===== config.mk =====
export PLATFORM = sky130hd
export DESIGN_NAME = pong_engine
export DESIGN_NICKNAME = d
export VERILOG_FILES = /design/src/rtl/pong_engine.sv
export SDC_FILE = /design/constraint.sdc
export NUM_CORES = 1
export LEC_CHECK = 0
export BUFFER_PORTS_ARGS = -buffer_cell sky130_fd_sc_hd__clkbuf_2
export CAP_MARGIN = 10
export CORE_UTILIZATION = 60
export CTS_BUF_LIST = sky130_fd_sc_hd__clkbuf_16
export DETAILED_ROUTE_END_ITERATION = 16
export GPL_TIMING_DRIVEN = 0
export PLACE_DENSITY = 0.81
export SYNTH_ARGS = -nofsm -noshare
export SYNTH_HDL_FRONTEND = slang
export SYNTH_SLANG_ARGS = --single-unit

===== constraint.sdc =====
create_clock -name clk -period 6.7 [get_ports clk]
set_clock_uncertainty 0.1 [all_clocks]
set_input_delay 0.67 -clock clk [delete_from_list [all_inputs] [get_ports clk]]
set_output_delay 0.67 -clock clk [all_outputs]
set_load 0.03 [all_outputs]

===== src/rtl/pong_engine.sv =====
// pong_engine: single-clock pong game state (paddles, ball, scores, match state) driven by
// tick enables. Define PONG_SPEEDUP_EN to speed the ball up on every paddle hit.
module pong_engine #(
   parameter int unsigned H_ACTIVE    = 640,
   parameter int unsigned V_ACTIVE    = 480,
   parameter int unsigned COORD_W     = 11,
   parameter int unsigned PADDLE_H    = 60,
   parameter int unsigned PADDLE_STEP = 5,
   parameter int unsigned BALL_SIZE   = 6,
   parameter int unsigned PADDLE_X_L  = 20,
   parameter int unsigned PADDLE_X_R  = 610,
   parameter int unsigned WIN_SCORE   = 7,
   parameter int unsigned SCORE_W     = 4,
   parameter int unsigned MAX_SPEED   = 4
) (
   input  logic               clk,
   input  logic               rst,
   input  logic               ball_tick,
   input  logic               pdl_tick,
   input  logic               p1_up,
   input  logic               p1_down,
   input  logic               p2_up,
   input  logic               p2_down,
   input  logic               new_game,
   output logic [COORD_W-1:0] pdl1_y,
   output logic [COORD_W-1:0] pdl2_y,
   output logic [COORD_W-1:0] ball_x,
   output logic [COORD_W-1:0] ball_y,
   output logic [SCORE_W-1:0] score1,
   output logic [SCORE_W-1:0] score2,
   output logic               game_over,
   output logic               winner,
   output logic               hit,
   output logic               miss
);

   localparam int unsigned AW = COORD_W + 1;

   localparam logic [COORD_W-1:0] CX   = COORD_W'(H_ACTIVE / 2 - BALL_SIZE / 2);
   localparam logic [COORD_W-1:0] CY   = COORD_W'(V_ACTIVE / 2 - BALL_SIZE / 2);
   localparam logic [COORD_W-1:0] PMID = COORD_W'((V_ACTIVE - PADDLE_H) / 2);

   localparam logic [AW-1:0] PMAX = AW'(V_ACTIVE - PADDLE_H);
   localparam logic [AW-1:0] BMAX = AW'(V_ACTIVE - BALL_SIZE);
   localparam logic [AW-1:0] STEP = AW'(PADDLE_STEP);
   localparam logic [AW-1:0] BS1  = AW'(BALL_SIZE - 1);
   localparam logic [AW-1:0] PH1  = AW'(PADDLE_H - 1);
   localparam logic [AW-1:0] PXL  = AW'(PADDLE_X_L);
   localparam logic [AW-1:0] PXR  = AW'(PADDLE_X_R);
   localparam logic [AW-1:0] ONE  = AW'(1);

   localparam logic [SCORE_W-1:0] WIN = SCORE_W'(WIN_SCORE);

   localparam logic [1:0] StServe = 2'd0;
   localparam logic [1:0] StPlay  = 2'd1;
   localparam logic [1:0] StOver  = 2'd2;

   logic [1:0]         state_q, state_d;
   logic [COORD_W-1:0] pdl1_y_q, pdl1_y_d, pdl2_y_q, pdl2_y_d;
   logic [COORD_W-1:0] ball_x_q, ball_x_d, ball_y_q, ball_y_d;
   logic [SCORE_W-1:0] score1_q, score1_d, score2_q, score2_d;
   logic               dir_x_q, dir_x_d, dir_y_q, dir_y_d;
   logic [1:0]         serve_cnt_q, serve_cnt_d;
   logic               game_over_q, game_over_d, winner_q, winner_d;
   logic               hit_q, hit_d, miss_q, miss_d;
   logic [AW-1:0]      spd;

`ifdef PONG_SPEEDUP_EN
   localparam logic [AW-1:0] SMAX = AW'(MAX_SPEED);
   logic [AW-1:0] spd_q, spd_d;
   assign spd = spd_q;
`else
   assign spd = ONE;
`endif

   function automatic logic [COORD_W-1:0] pdl_next(input logic [COORD_W-1:0] y,
                                                   input logic up, input logic down);
      logic [AW-1:0] ye;
      ye = {1'b0, y};
      if (up && !down) begin
         ye = (ye >= STEP) ? ye - STEP : '0;
      end else if (down && !up) begin
         ye = (ye + STEP <= PMAX) ? ye + STEP : PMAX;
      end
      return ye[COORD_W-1:0];
   endfunction

   logic [AW-1:0] bx, by, p1e, p2e, bx_n, by_n;
   logic          ovl1, ovl2, scored;

   assign bx   = {1'b0, ball_x_q};
   assign by   = {1'b0, ball_y_q};
   assign p1e  = {1'b0, pdl1_y_q};
   assign p2e  = {1'b0, pdl2_y_q};
   assign ovl1 = (by + BS1 >= p1e) && (by <= p1e + PH1);
   assign ovl2 = (by + BS1 >= p2e) && (by <= p2e + PH1);

   always_comb begin
      state_d     = state_q;
      pdl1_y_d    = pdl1_y_q;
      pdl2_y_d    = pdl2_y_q;
      score1_d    = score1_q;
      score2_d    = score2_q;
      dir_x_d     = dir_x_q;
      dir_y_d     = dir_y_q;
      serve_cnt_d = serve_cnt_q;
      game_over_d = game_over_q;
      winner_d    = winner_q;
      hit_d       = 1'b0;
      miss_d      = 1'b0;
      bx_n        = bx;
      by_n        = by;
      scored      = 1'b0;
`ifdef PONG_SPEEDUP_EN
      spd_d       = spd_q;
`endif
      if (new_game) begin
         state_d     = StServe;
         pdl1_y_d    = PMID;
         pdl2_y_d    = PMID;
         score1_d    = '0;
         score2_d    = '0;
         serve_cnt_d = '0;
         game_over_d = 1'b0;
         bx_n        = {1'b0, CX};
         by_n        = {1'b0, CY};
`ifdef PONG_SPEEDUP_EN
         spd_d       = ONE;
`endif
      end else if (state_q != StOver) begin
         if (pdl_tick) begin
            pdl1_y_d = pdl_next(pdl1_y_q, p1_up, p1_down);
            pdl2_y_d = pdl_next(pdl2_y_q, p2_up, p2_down);
         end
         if (ball_tick && state_q == StServe) begin
            dir_x_d     = serve_cnt_q[0];
            dir_y_d     = serve_cnt_q[1];
            serve_cnt_d = serve_cnt_q + 2'd1;
            state_d     = StPlay;
`ifdef PONG_SPEEDUP_EN
            spd_d       = ONE;
`endif
         end else if (ball_tick) begin
            // Walls reflect without moving; the ball resumes on the next tick.
            if (!dir_y_q) begin
               if (by < spd) dir_y_d = 1'b1;
               else          by_n    = by - spd;
            end else begin
               if (by + spd > BMAX) dir_y_d = 1'b0;
               else                 by_n    = by + spd;
            end
            if (!dir_x_q && bx < PXL + spd) begin
               if (ovl1) begin
                  dir_x_d = 1'b1;
                  hit_d   = 1'b1;
               end else begin
                  scored   = 1'b1;
                  score2_d = score2_q + SCORE_W'(1);
                  if (score2_d == WIN) winner_d = 1'b1;
               end
            end else if (dir_x_q && bx + BS1 + spd > PXR) begin
               if (ovl2) begin
                  dir_x_d = 1'b0;
                  hit_d   = 1'b1;
               end else begin
                  scored   = 1'b1;
                  score1_d = score1_q + SCORE_W'(1);
                  if (score1_d == WIN) winner_d = 1'b0;
               end
            end else begin
               bx_n = dir_x_q ? bx + spd : bx - spd;
            end
            if (scored) begin
               miss_d  = 1'b1;
               dir_y_d = dir_y_q;
               bx_n    = {1'b0, CX};
               by_n    = {1'b0, CY};
               if (score1_d == WIN || score2_d == WIN) begin
                  state_d     = StOver;
                  game_over_d = 1'b1;
               end else begin
                  state_d = StServe;
               end
            end
`ifdef PONG_SPEEDUP_EN
            if (hit_d && spd_q < SMAX) spd_d = spd_q + ONE;
`endif
         end
      end
      ball_x_d = bx_n[COORD_W-1:0];
      ball_y_d = by_n[COORD_W-1:0];
   end

   always_ff @(posedge clk) begin
      if (rst) begin
         state_q     <= StServe;
         pdl1_y_q    <= PMID;
         pdl2_y_q    <= PMID;
         ball_x_q    <= CX;
         ball_y_q    <= CY;
         score1_q    <= '0;
         score2_q    <= '0;
         dir_x_q     <= 1'b0;
         dir_y_q     <= 1'b0;
         serve_cnt_q <= '0;
         game_over_q <= 1'b0;
         winner_q    <= 1'b0;
         hit_q       <= 1'b0;
         miss_q      <= 1'b0;
      end else begin
         state_q     <= state_d;
         pdl1_y_q    <= pdl1_y_d;
         pdl2_y_q    <= pdl2_y_d;
         ball_x_q    <= ball_x_d;
         ball_y_q    <= ball_y_d;
         score1_q    <= score1_d;
         score2_q    <= score2_d;
         dir_x_q     <= dir_x_d;
         dir_y_q     <= dir_y_d;
         serve_cnt_q <= serve_cnt_d;
         game_over_q <= game_over_d;
         winner_q    <= winner_d;
         hit_q       <= hit_d;
         miss_q      <= miss_d;
      end
   end

`ifdef PONG_SPEEDUP_EN
   always_ff @(posedge clk) begin
      if (rst) spd_q <= ONE;
      else     spd_q <= spd_d;
   end
`endif

   assign pdl1_y    = pdl1_y_q;
   assign pdl2_y    = pdl2_y_q;
   assign ball_x    = ball_x_q;
   assign ball_y    = ball_y_q;
   assign score1    = score1_q;
   assign score2    = score2_q;
   assign game_over = game_over_q;
   assign winner    = winner_q;
   assign hit       = hit_q;
   assign miss      = miss_q;

endmodule


==> results.md, run 1 <==
* 0.000109 V — Peak VDD IR
* 61.8% — initial core utilization
* 38.6% — worst rel slew slack
* 0.00718 sq mm — final cell area excluding filler cells
* 6,743 — via count
* 71.0% — final period utilization
* 13.1% — relative area change from synthesis to final layout
* 9 — Initial DRT Pass Iterations
* 2 — buffer depth of the longest clock path
* 0.300 mW — sw power
* register to register — min-delay worst type
* 62 — number of synthesized register bits
* completed — status
* 16.6 microns — average wire per standard cell
* 0.791 mW — internal power
* 29.6 mm — first-pass GRT wire length
* 6,073 — number of global-route vias before repair
* 0.33 ns — clock latency at the later pin of the worst-skew pair
* 0.984 — placer congestion estimate
* 2.08 ns — worst setup timing slack at the placement stage
* yes — TritonCTS clock tree
* a21oi_1 — crit-path most repeated cell
* 0 — DRC violation count after routing
* 33.0% — overall global routing resource usage
* 0.912 ns — measured slew at the worst slew-check pin
* 11.5% — share of post-route cells with drive strength above 1
* 0.00635 sq mm — synthesized area
* 1,012 — fin nets
* 16 — worst r2r path cells
* 50.3% — part of the total power dissipated in the clock network
* 0 ns — final sum of negative setup slack
* 0 — antenna-violating nets left
* 0.0110 sq mm — die area
* ball_y[6]$_SDFFE_PP1P_ — Crit Reg-Reg Endpoint
* 37 — placement row count
* 10 — maximum net fanout on the critical path
* 19.5% — proportion of synthesized chip area in sequential cells
* 0% — ys async rst share
* 0 — Maximum Capacitance Violations
* 2.89 nW — Static Leak
* pdl1_y[0]$_SDFFE_PP0P_ — crit path launch
* 4.76 ns — min Tclk post-route
* register — critical path launch point type
* 17.8 mm — wire length reported by the detailed router
* 105 microns — Vert. Die Dim
* 0 — total inserted antenna cells
* 0.00684 sq mm — placed standard-cell area
* 0 — number of synthesized flops with an enable pin
* ball_y[6]$_SDFFE_PP1P_ — capture point of the worst path
* 14.7% — Logic pwr share
* 152 mW/mm^2 — P per Cell Area
* 17 — maximum number of pins on one net before global-route repair
* 62 — Sink Count
* 0 — total global routing overflow
* 7.44 sq um — synthesized area divided by synthesized cell count
* nor2_1 — most frequent standard cell in the layout excluding fill and tap cells
* 1.94 ns — smallest setup slack after layout
* 0 — Resized Gates After CTS
* register — critical path capture point type
* 75 x nor2_1, 73 x ha_1, 71 x nand2_1 — commonest non-fill, non-tap cells in the layout
* 0 — Hold Violations, Final
* clkbuf_16 — buffer cell driving the clock tree root
* 0 — final number of max-transition violations
* 27.5% — switching share of power
* 0 — number of antenna violations at the first check in global routing
* 0 — count of buffers added by post-CTS timing repair for setup
* nor3_1 — slowest library cell on the worst path
* 3 — level count of the clock H-tree
* 65 — top-level I/O count
* inv_1 > ha_1 > inv_1 > a21oi_1 > nand3_1 > nand2_1 > xnor2_1 > ha_1 > a21oi_1 > nand2_1 > a2111o_1 > o21ai_0 > a21oi_1 > nor3_1 > a311o_1 > o21ai_1 — ordered list of cells on the worst path
* 6.82 ns — Required @ worst endpoint
* 0 — hold buffer count at cts
* 854 — Cells after Synth
* 210 MHz — max frequency
* 0.0103 sq mm — Core Area
* 16 — critical path depth
* 0 — total of endpoints with negative setup slack in the final report
* 1.94 ns — internal reg-to-reg setup slack
* register to register — type of the setup path with the least slack
* false — setup repair after global routing missed its margin
* 2 — CP Buf/Inv Count
* 6.30 — Via density
* 0.363 ns — Hold WS
* 64 — number of buffers inserted by port buffering
* 639 — Iteration-0 DRC Markers
* 888 — FILL cells
* 83 — distinct cell type count after synthesis
* 9 — number of clock buffers inserted by TritonCTS
* dfxtp_1 — top_reg_cell synth
* 0.72 ns — largest stage delay on the critical path
* 4.88 ns — arrival time reported for the critical path endpoint
* 0 — number of warnings printed during yosys synthesis
* pdl1_y[0]$_SDFFE_PP0P_ — RR Startpoint
* 937 — syn_nets
* 105 microns — die width
* 13.1 mm — dpl hpwl
* compound AO/OA/AOI/OAI gates — family with the most delay on the worst path
* 35.0% — sequential fraction of design power
* 0.06 ns — clock-pin slew of the registers on the worst-case setup and hold paths
==> sequential cells by signal, summed over array words and instances (netlist names), 2 cells and up <==
| signal | count |
|---|---|
| ball_y | 11 |
| state_q | 2 |
| ball_x | 11 |
| pdl1_y | 11 |
| score1 | 4 |
| serve_cnt_q | 2 |
| pdl2_y | 11 |
| score2 | 4 |
==> metrics by stage <==
step / utilization (%) / std cells / total power [mW]
after CTS: 69.9 / 1070 / 1.09
after global routing: 69.9 / 1070 / 1.12
after floorplan: - / 854 / 0.503
after global placement: 66.6 / 1054 / 0.543
after detailed placement: 66.6 / 1054 / 0.545
final: 69.9 / 1070 / 1.09
==> worst min-delay path by stage <==
stage | startpoint | end | slack [ns] | cells past startpoint
final | game_over$_SDFFE_PP0P_ | game_over$_SDFFE_PP0P_ | 0.36 | 2
after global routing | game_over$_SDFFE_PP0P_ | game_over$_SDFFE_PP0P_ | 0.40 | 2
after CTS | game_over$_SDFFE_PP0P_ | game_over$_SDFFE_PP0P_ | 0.37 | 2
after detailed placement | game_over$_SDFFE_PP0P_ | game_over$_SDFFE_PP0P_ | 0.36 | 2
after global placement | game_over$_SDFFE_PP0P_ | game_over$_SDFFE_PP0P_ | 0.35 | 2
after floorplan | state_q[1]$_SDFFE_PP0P_ | state_q[1]$_SDFFE_PP0P_ | 0.35 | 2
==> metal layers <==
metal  track usage (%)  part of all wire, %  up-vias
li1                  -                    -     3295
met1              44.0                   43     3058
met2              51.5                   45      333
met3              5.99                  9.2       57
met4              15.3                  3.6        0
met5                 0                    0        -
==> cell type report <==
cell class	instances	area, sq um	area share (%)
plain buffers	45	195	2.72
clock buffers	9	225	3.14
clock inverters	7	114	1.59
inverters	55	206	2.87
multi-input cells	692	4710	65.6
flip-flops and latches	62	1240	17.3
well taps	136	170	2.37
repair buffers	64	320	4.46
==> cells by family after synthesis <==
| kind of cell | count (synthesis) | share of synthesized area [%] |
|---|---|---|
| buf+inv | 100 | 6.32 |
| mux | 10 | 1.60 |
| flops | 62 | 19.5 |
| fa+ha+maj | 74 | 14.7 |
| compound gates | 242 | 25.8 |
| xor+xnor | 52 | 7.17 |
| simple gates | 314 | 24.9 |
==> power groups by stage <==
stage,sequential (mW),clock (mW),combinational [mW]
2_1_floorplan,0.396,0,0.108
3_3_place_gp,0.390,0,0.153
5_1_grt,0.382,0.563,0.178
6_report,0.382,0.548,0.161
4_1_cts,0.382,0.551,0.157
3_5_place_dp,0.390,0,0.156
==> Yosys cell counts, types with 13 or more instances <==
library cell | n | area share (%)
nor2_1 | 75 | 4.4
ha_1 | 73 | 14
nand2_1 | 71 | 4.2
o21ai_0 | 63 | 5.0
dfxtp_1 | 62 | 20
a21oi_1 | 54 | 4.3
inv_1 | 50 | 3.0
clkbuf_1 | 37 | 2.2
xnor2_1 | 34 | 4.7
nor3_1 | 31 | 2.4
nand3_1 | 30 | 2.4
nand4_1 | 20 | 2.0
xor2_1 | 18 | 2.5
a211oi_1 | 17 | 2.0
nor2b_1 | 14 | 1.4
o211ai_1 | 14 | 1.7
nor4_1 | 13 | 1.3
==> worst min-delay path, delay by kind of cell (launching register included) <==
kind	cells	cell delay, ns
compound gates	1	0.05
flops	1	0.31
buf+inv	1	0.05
(Power assumes the default switching activity.)
==> run 2: changes to the inputs <==
Settings changed: CORE_UTILIZATION 60 to 55, PLACE_DENSITY 0.81 to 0.78.
Clock period 6.7 ns to 3.8 ns, I/O delays scaled along.
==> run 2 against run 1 <==
Critical endpoint unchanged. Final cell count rose by 1.0%. Via count rose by 1.7%. Highest routed layer unchanged. Critical path depth fell by 2. Cell area rose by 3.2%. Sequential power rose by 77%. Clock-buffer cell count did not move. Register-to-register slack got worse by 1.8 ns. Die area rose by 8.9%. Wire length rose by 6.1%. Critical path type unchanged. Clock power rose by 40%. Global-route usage fell by 1.4 points. Largest cell class unchanged. Non-clock buffer count rose by 7.
==> results.md, run 2 (synthesis gave the netlist of run 1 again) <==
* 0.16 ns — internal reg-to-reg setup slack, -1.78 ns
* 8.30 mm — DRT met1 WL, +9.2%
* 64 — number of buffers inserted by port buffering, unchanged
* 627 — Iteration-0 DRC Markers, -1.9%
* 0 — DRC violation count after routing, unchanged
* 6,855 — via count, +1.7%
* 14 — worst r2r path cells, -2
* yes — TritonCTS clock tree
* 0.00685 sq mm — placed standard-cell area, +0.13%
* 9 — number of clock buffers inserted by TritonCTS, unchanged
* clkbuf_2 — most frequent standard cell in the layout excluding fill and tap cells
* 0.0110 sq mm — Core Area, +7.3%
* 0.34 ns — clock latency at the later pin of the worst-skew pair, about the same
* 0 — Hold Violations, Final, unchanged
* 0 — total global routing overflow, unchanged
* 30.1% — worst rel slew slack, -8.4 points
* 1.75 mW — post-layout total power, +60%
* -0.873 ns — worst setup timing slack at the placement stage, -2.95 ns
* ball_y[6]$_SDFFE_PP1P_ — capture point of the worst path
* register — critical path capture point type
* 109 microns — die width, +4.4%
* 0 — final number of max-transition violations, unchanged
* 17 — maximum number of pins on one net before global-route repair, unchanged
* 5,929 — number of global-route vias before repair, -2.4%
* 1.73 mm — met3 WL, +5.8%
* 0 — antenna-violating nets left, unchanged
* 38 — placement row count, +2.7%
* 16.6% — relative area change from synthesis to final layout
* 8.28 mm — amount of wire on met2 after detailed routing, +4.4%
* 5 — Initial DRT Pass Iterations, -4
* 1,019 — fin nets, +0.69%
* 29.6 mm — first-pass GRT wire length, +0.19%
* 0 — hold buffer count at cts, unchanged
* 927 — FILL cells, +4.4%
* 2.97 nW — Static Leak, +2.7%
* 6.34 — Via density, +0.63%
* 0.0120 sq mm — die area, +8.9%
* 109 microns — Vert. Die Dim, +4.4%
* 13.6 mm — dpl hpwl, +3.8%
* 2 — buffer depth of the longest clock path, unchanged
* 3.64 ns — min Tclk post-route, -1.12 ns
* clkbuf_16 — buffer cell driving the clock tree root
* 3.81 ns — arrival time reported for the critical path endpoint, -1.07 ns
* 95.7% — final period utilization, +25 points
* 0 — number of antenna violations at the first check in global routing, unchanged
* 11 — maximum net fanout on the critical path, +1
* ball_y[1]$_SDFFE_PP0P_ — RR Startpoint
* 0 — total of endpoints with negative setup slack in the final report, unchanged
* ball_y[1]$_SDFFE_PP0P_ — crit path launch
* 0.00485 sq mm — multi-input gate area in the final layout, +3.0%
* 0.000167 V — Peak VDD IR, +53%
* 3 — level count of the clock H-tree, unchanged
* 0 — Maximum Capacitance Violations, unchanged
* 1.04 ns — measured slew at the worst slew-check pin, +0.125 ns
* 17.5 microns — average wire per standard cell, +5.1%
* 0.162 ns — smallest setup slack after layout, -1.78 ns
* completed — status
* 57.6% — initial core utilization, -4.2 points
* 77 x clkbuf_2, 74 x nor2_1, 71 x nand2_1, 71 x ha_1, 61 x o21ai_0 — commonest non-fill, non-tap cells in the layout
* ball_y[6]$_SDFFE_PP1P_ — Crit Reg-Reg Endpoint
* register to register — type of the setup path with the least slack
* 0.00741 sq mm — final cell area excluding filler cells, +3.2%
* register — critical path launch point type
* 62 — Sink Count, unchanged
* 236 mW/mm^2 — P per Cell Area, +55%
* 0.00127 sq mm — Sequential Area, +2.7%
* 3.97 ns — Required @ worst endpoint, -2.85 ns
* input pin to register — min-delay worst type
* 18.9 mm — wire length reported by the detailed router, +6.1%
* 0.234 ns — Hold WS, -0.129 ns
* 31.6% — overall global routing resource usage, -1.4 points
* 0.06 ns — clock-pin slew of the registers on the worst-case setup and hold paths, about the same
* 0 — total inserted antenna cells, unchanged
* met4 — highest layer used for signal routing
* 0.948 — placer congestion estimate, -3.6%
* 275 MHz — max frequency, +31%
* 17.4% — share of post-route cells with drive strength above 1, +6.0 points
* 65 — top-level I/O count, unchanged
[run 2: worst min-delay path by stage]
stage	from	endpoint	slack, ns	cells after the start
after CTS	rst	dir_x_q$_SDFFE_PP0P_	0.21	2
after global placement	game_over$_SDFFE_PP0P_	game_over$_SDFFE_PP0P_	0.34	2
after global routing	rst	dir_x_q$_SDFFE_PP0P_	0.23	2
after floorplan	state_q[1]$_SDFFE_PP0P_	state_q[1]$_SDFFE_PP0P_	0.35	2
after detailed placement	game_over$_SDFFE_PP0P_	game_over$_SDFFE_PP0P_	0.36	2
final	rst	dir_x_q$_SDFFE_PP0P_	0.23	2
[run 2: worst max-delay path: stages, from the launching register on]
cell and delay, ns:
dfxtp_4 0.44, a21oi_1 0.14, nor2_1 0.17, nand3_1 0.14
nor2_1 0.16, xor2_1 0.25, ha_1 0.29, a211o_1 0.33
a2111oi_4 0.33, a21oi_2 0.18, a211oi_4 0.40, a2111oi_4 0.05
buf_4 0.20, a311o_1 0.31, o21ai_1 0.06
[run 2: power by group]
part / switching (mW) / leakage (nW) / internal [mW]
Clock: 0.324 / 0.128 / 0.442
Sequential: 0.0200 / 0.504 / 0.656
Combinational: 0.192 / 2.34 / 0.114
[run 2: per-stage QoR]
step	utilization (%)	cells	TNS [ns]
finish	67.2	1081	0
global route	67.2	1081	-0.0611
CTS	65.5	1075	0
detailed placement	62.1	1058	-15.96
global placement	62.1	1058	-13.99
floorplan	-	854	0
[run 2: metal layers]
layer	GRT usage, %	vias to the layer above
met5	0	-
met4	12.7	0
met3	5.51	61
met2	47.8	372
met1	44.2	3124
li1	-	3298
[run 2: cell type report]
type / count / share of cell area [%]
multi-input cells: 692 / 65.5
flip-flops and latches: 62 / 17.2
repair buffers: 78 / 5.91
clock buffers: 9 / 3.04
inverters: 55 / 2.79
plain buffers: 38 / 2.53
well taps: 140 / 2.36
clock inverters: 7 / 0.675
[run 2: timing repair]
action,CTS,global route
setup endpoints to repair,37,32
gates resized for setup,27,47
pin swaps,5,11
setup buffers,4,10
